[config.mk]
export PLATFORM = sky130hd
export DESIGN_NAME = inst_fetch
export DESIGN_NICKNAME = d
export VERILOG_FILES = /design/src/rtl/lemon_pkg.sv /design/src/rtl/inst_fetch.sv
export SDC_FILE = /design/constraint.sdc
export NUM_CORES = 1
export LEC_CHECK = 0
export ABC_AREA = 1
export ABC_CLOCK_PERIOD_IN_PS = 2400
export BUFFER_PORTS_ARGS = -buffer_cell sky130_fd_sc_hd__buf_2
export CORE_MARGIN = 2
export CORE_UTILIZATION = 30
export CTS_BUF_LIST = sky130_fd_sc_hd__clkbuf_2
export CTS_CLUSTER_SIZE = 16
export DETAILED_ROUTE_END_ITERATION = 8
export GPL_ROUTABILITY_DRIVEN = 0
export PLACE_DENSITY = 0.53
export SLEW_MARGIN = 5
export SYNTH_ARGS = -nofsm -noshare
export SYNTH_HDL_FRONTEND = slang
export SYNTH_SLANG_ARGS = --single-unit
export TNS_END_PERCENT = 50
[constraint.sdc]
create_clock -name clk -period 2.4 [get_ports clk]
set_clock_uncertainty 0.05 [all_clocks]
set_input_delay 0.24 -clock clk [delete_from_list [all_inputs] [get_ports clk]]
set_output_delay 0.24 -clock clk [all_outputs]
set_load 0.1 [all_outputs]
[src/rtl/lemon_pkg.sv]
// ---------------------------------------------------------------------------
// lemon_pkg
//   Shared definitions for the lemon front end.
//   - XLEN      : width of PC and instruction-memory address buses
//   - RESET_PC  : default PC loaded on reset
//   - fetch_state_e : instruction-fetch FSM state encoding
// ---------------------------------------------------------------------------
package lemon_pkg;

  localparam int          XLEN     = 64;
  localparam logic [63:0] RESET_PC = 64'h0000_0000_8000_0000;

  typedef enum logic [1:0] {
    ST_REQ  = 2'd0,  // presenting a fetch request for pc
    ST_WAIT = 2'd1,  // request accepted, waiting for the instruction word
    ST_HOLD = 2'd2,  // instruction presented to decode
    ST_DROP = 2'd3   // request accepted but stale; swallow its response
  } fetch_state_e;

endpackage : lemon_pkg

[src/rtl/inst_fetch.sv]
// ---------------------------------------------------------------------------
// inst_fetch
//   Single-outstanding instruction fetch unit. Issues one memory request for
//   the current pc, waits for the returned word, presents it to decode and
//   advances pc by 4 once decode consumes it. Execute-stage redirects replace
//   pc at any point; an in-flight response belonging to the old pc is
//   discarded. A misaligned pc never reaches memory and is presented to decode
//   as a faulting instruction with a zero word.
//
// Ports
//   clk, rst            : clock, synchronous active-high reset
//   mem_req_valid/ready : request handshake to instruction memory
//   mem_req_addr        : fetch address (always equals pc)
//   mem_resp_valid/data : instruction word returned by memory
//   out_valid/ready     : handshake to decode
//   out_pc/inst/fault   : presented instruction, its pc, misalignment flag
//   redirect_valid/pc   : pc change request from execute
// ---------------------------------------------------------------------------
module inst_fetch #(
  parameter int              XLEN     = lemon_pkg::XLEN,
  parameter logic [XLEN-1:0] RESET_PC = XLEN'(lemon_pkg::RESET_PC)
) (
  input  logic            clk,
  input  logic            rst,

  output logic            mem_req_valid,
  input  logic            mem_req_ready,
  output logic [XLEN-1:0] mem_req_addr,
  input  logic            mem_resp_valid,
  input  logic [31:0]     mem_resp_data,

  output logic            out_valid,
  input  logic            out_ready,
  output logic [XLEN-1:0] out_pc,
  output logic [31:0]     out_inst,
  output logic            out_fault,

  input  logic            redirect_valid,
  input  logic [XLEN-1:0] redirect_pc
);

  import lemon_pkg::*;

  fetch_state_e    state;
  logic [XLEN-1:0] pc;
  logic            pc_aligned;
  logic [XLEN-1:0] pc_plus4;

  assign pc_aligned = (pc[1:0] == 2'b00);
  // Wraps modulo 2^XLEN by construction of the fixed-width add.
  assign pc_plus4   = pc + XLEN'(4);

  // Requests only leave from REQ with an aligned pc. The rst term keeps the
  // request low during the reset cycle itself, whatever state we were in.
  assign mem_req_valid = !rst && (state == ST_REQ) && pc_aligned;
  assign mem_req_addr  = pc;
  assign out_valid     = (state == ST_HOLD);

  // NOTE: all state below is updated with non-blocking assignments so every
  // branch sees the pre-edge values of state and pc.
  always_ff @(posedge clk) begin
    if (rst) begin
      state     <= ST_REQ;
      pc        <= RESET_PC;
      out_pc    <= '0;
      out_inst  <= '0;
      out_fault <= 1'b0;
    end else begin
      unique case (state)
        ST_REQ: begin
          if (!pc_aligned) begin
            // Misaligned pc: no memory access, present a fault instead.
            if (redirect_valid) begin
              pc <= redirect_pc;
            end else begin
              out_pc    <= pc;
              out_inst  <= '0;
              out_fault <= 1'b1;
              state     <= ST_HOLD;
            end
          end else if (redirect_valid) begin
            pc <= redirect_pc;
            // If memory took the old address this cycle, its response is stale.
            state <= mem_req_ready ? ST_DROP : ST_REQ;
          end else if (mem_req_ready) begin
            state <= ST_WAIT;
          end
        end

        ST_WAIT: begin
          if (redirect_valid) begin
            pc <= redirect_pc;
            // A response arriving with the redirect is dropped on the floor;
            // otherwise it is still owed and must be swallowed in DROP.
            state <= mem_resp_valid ? ST_REQ : ST_DROP;
          end else if (mem_resp_valid) begin
            out_pc    <= pc;
            out_inst  <= mem_resp_data;
            out_fault <= 1'b0;
            state     <= ST_HOLD;
          end
        end

        ST_HOLD: begin
          // Redirect wins over the decode handshake: no pc+4.
          if (redirect_valid) begin
            pc    <= redirect_pc;
            state <= ST_REQ;
          end else if (out_ready) begin
            pc    <= pc_plus4;
            state <= ST_REQ;
          end
        end

        ST_DROP: begin
          if (redirect_valid) pc <= redirect_pc;
          if (mem_resp_valid) state <= ST_REQ;
        end

        default: state <= ST_REQ;
      endcase
    end
  end

endmodule : inst_fetch

==> flow_summary_export.csv <==
group,metric,value,unit
synthesis,synthCells,1333,
synthesis,synthArstFlopShare,0,%
placement,io_buffer_count,264,
clocking,insertion_delay,0.82,ns
timing,period_needed,2.33,ns
global_routing,grt_max_degree,57,
synthesis,yosysSeqAreaShare,37.8,%
floorplanning,initial_core_util,30.2,%
worst_setup_path,cp-end-kind,"register",
synthesis,ys_types,47,
power,power.density,790,mW/mm^2
power,ir_drop,0.480,mV
floorplanning,die-area,0.0301,mm^2
layout,final_core_util,41.9,%
clocking,clockRootBuffer,"clkbuf_2",
synthesis,ys_ff_latch,163,
synthesis,synth_edf_count,0,
layout,final_cells,2102,
timing,drv_slew,0,
floorplanning,fp.dieH,174,um
worst_setup_path,cp-start-kind,"register",
clocking,clock_path_buffers,2,
global_routing,grt_first_pass_wirelength,56900,um
drt,totalWireLength,37200,um
placement,dp_hpwl,27500,um
worst_setup_path,crit_type,"register to register",
floorplanning,num_io_pins,265,
floorplanning,rows,62,
drt,vias,10300,
clocking,tritoncts,"built",
timing,fin_crit_sh,97.0,%
timing,setup_violations,0,
run,max_cap_viol_count,0,
synthesis,synth_nets,1436,
drt,drtIter0Drc,846,
power,p_leak,5.39,nW
worst_setup_path,crit_path_max_fanout,6,
layout,nFillCells,3077,
timing,slew_headroom,54.1,%
layout,area_delta_synth_final,38.7,%
worst_setup_path,cp.required,3.08,ns
timing,rsz0062_at_grt,"true",
min_path,hp-class,"input pin to register",
synthesis,syn_area,0.00863,mm^2
global_routing,grt_usage,24.2,%
drt,ant_nets,0,
global_routing,grt_pass1_vias,10000,
floorplanning,coreArea,0.0285,mm^2
timing,fmax,0.430,GHz
worst_setup_path,r2r_slack,0.07,ns
drt,first_pass_iters,6,
clocking,cts_buffers,17,
layout,drive_gt1_share,23.6,%
layout,nets,1806,
clocking,h-tree-depth,4,
timing,tightestPinTransition,0.689,ns
clocking,cts_num_sinks,163,
placement,placed_cells,1952,
synthesis,yosysWarnings,0,
drt,via_per_inst,4.91,
drt,drcViolationCount,0,
clocking,cts.clk_slew.worst_paths,0.35,ns
run_status,status,"completed",
clocking,postCtsSetupBuffers,0,
timing,finalHoldViolations,0,
floorplanning,die_width,174,um
drt,post_drt_wl_per_cell,17.7,um
worst_setup_path,cp.arrival,3.01,ns
synthesis,syn_avg_cell_area,6.47,um^2
global_routing,antenna_found_initial,1,
global_routing,grt_overflow_total,0,
synthesis,synthFlopType,"dfxtp_1",
==> flip-flops by register name, summed over array words and instances (netlist names) <==
signal        flops
mem_req_addr     64
out_pc           64
state             2
out_fault         1
out_inst         32
==> worst paths after layout <==
kind | from | endpoint | cells after the start
min | mem_resp_data[28] | out_inst[28] | 4
min reg2reg | out_inst[22] | out_inst[22] | 2
max | mem_req_addr[5] | mem_req_addr[11] | 8
max reg2reg | mem_req_addr[5] | mem_req_addr[11] | 8
==> layout by cell type, fill, tap and decap left out, types with 6 or more instances in the layout <==
cell type | netlist | layout
dfxtp_1 | 163 | 150
nor3_1 | 15 | 15
o21ai_1 | 6 | 6
nor2_4 | 6 | 7
o21ai_0 | 109 | 109
buf_4 | 1 | 33
nor2_1 | 264 | 261
a22oi_1 | 16 | 16
nand2_1 | 290 | 290
nand4_1 | 14 | 14
nor2_2 | 9 | 11
nand3_1 | 87 | 87
a211oi_1 | 7 | 7
clkinv_8 | 0 | 6
buf_2 | 27 | 262
a21oi_1 | 103 | 103
inv_1 | 103 | 102
clkbuf_2 | 0 | 17
dlygate4sd3_1 | 0 | 116
inv_2 | 7 | 7
dfxtp_2 | 0 | 11
nand2_2 | 10 | 10
==> routing by layer <==
| layer | global-route usage, % | vias up | wire length, um |
|---|---|---|---|
| met4 | 8.93 | 0 | 1220 |
| met2 | 39.2 | 397 | 16800 |
| li1 | - | 5103 | - |
| met5 | 0 | - | 0 |
| met1 | 32.2 | 4759 | 16800 |
| met3 | 4.52 | 66 | 2350 |
==> cell families after synthesis <==
family                   after synthesis  synth area share, %
AO/OA/AOI/OAI                        268                 17.1
buffers and inverters                177                 8.16
AND/OR/NAND/NOR                      719                 36.3
adder cells (fa/ha/maj)                1                0.145
flip-flops                           163                 37.8
XOR/XNOR                               5                0.507
==> layout make-up <==
type	count	area, um^2	share of cell area [%]
timing repair buffer	416	2800	23.4
clock buffer	17	85.1	0.711
antenna	2	5.00	0.0418
sequential	163	3280	27.4
inverter	112	425	3.55
tap	384	480	4.01
clock inverter	15	204	1.70
multi-input combinational	993	4680	39.1
==> critical path: stages, from the launching register on <==
cell,delay (ns)
dfxtp_1,0.51
nand2_2,0.16
nor2_8,0.16
nand2_4,0.10
nor2_2,0.42
nand4_1,0.15
o211ai_1,0.12
nor2_1,0.05
dlygate4sd3_1,0.56
==> repair_timing <==
action | in CTS | in global routing
gates resized for setup | 2 | 20
pin swaps | 0 | 0
hold buffers | 116 | 0
setup endpoints to repair | 2 | 10
endpoints found under the hold margin | 121 | 0
==> Yosys cell counts (2+ instances only) <==
cell type	number	area [um^2]
o2111ai_1	2	17.5
or2_2	5	31.3
nor2_2	9	56.3
o21ai_1	6	30.0
xor2_1	4	35.0
clkbuf_1	36	135
nor3_2	3	30.0
nand2_4	4	45.0
nand4_1	14	87.6
nor2_4	6	67.6
nand2_2	10	62.6
a221oi_1	4	35.0
nor2_1	264	991
buf_2	27	135
o211ai_1	5	37.5
o22ai_1	3	18.8
nor2_8	2	40.0
a22oi_1	16	120
o21ai_0	109	546
nor3_1	15	75.1
a21oi_1	103	515
nor3_4	2	32.5
inv_2	7	26.3
dfxtp_1	163	3260
nand3_1	87	435
nand2_1	290	1090
nand4_2	2	25.0
o221ai_1	5	43.8
inv_1	103	387
a31oi_1	4	25.0
a211oi_1	7	52.6
==> metrics by stage <==
step / cell area, um^2 / power (W) / hold slack (ns) / setup WS, ns / setup TNS, ns
floorplan: 8640 / 0.00666 / 0.325 / 0.0113 / 0
global placement: 10500 / 0.00755 / 0.400 / 0.0895 / 0
detailed placement: 10500 / 0.00756 / 0.402 / 0.155 / 0
CTS: 11900 / 0.00952 / 0.00767 / 0.0228 / 0
global route: 12000 / 0.00989 / 0.00423 / -0.0619 / -0.0755
finish: 12000 / 0.00946 / 0.0936 / 0.0726 / 0
==> where the power goes <==
group	internal, W	total [W]	switching [W]
Combinational	0.000838	0.00434	0.00350
Clock	0.000402	0.00175	0.00135
Sequential	0.00305	0.00336	0.000311
No activity file was read; power rests on OpenSTA's default activity.
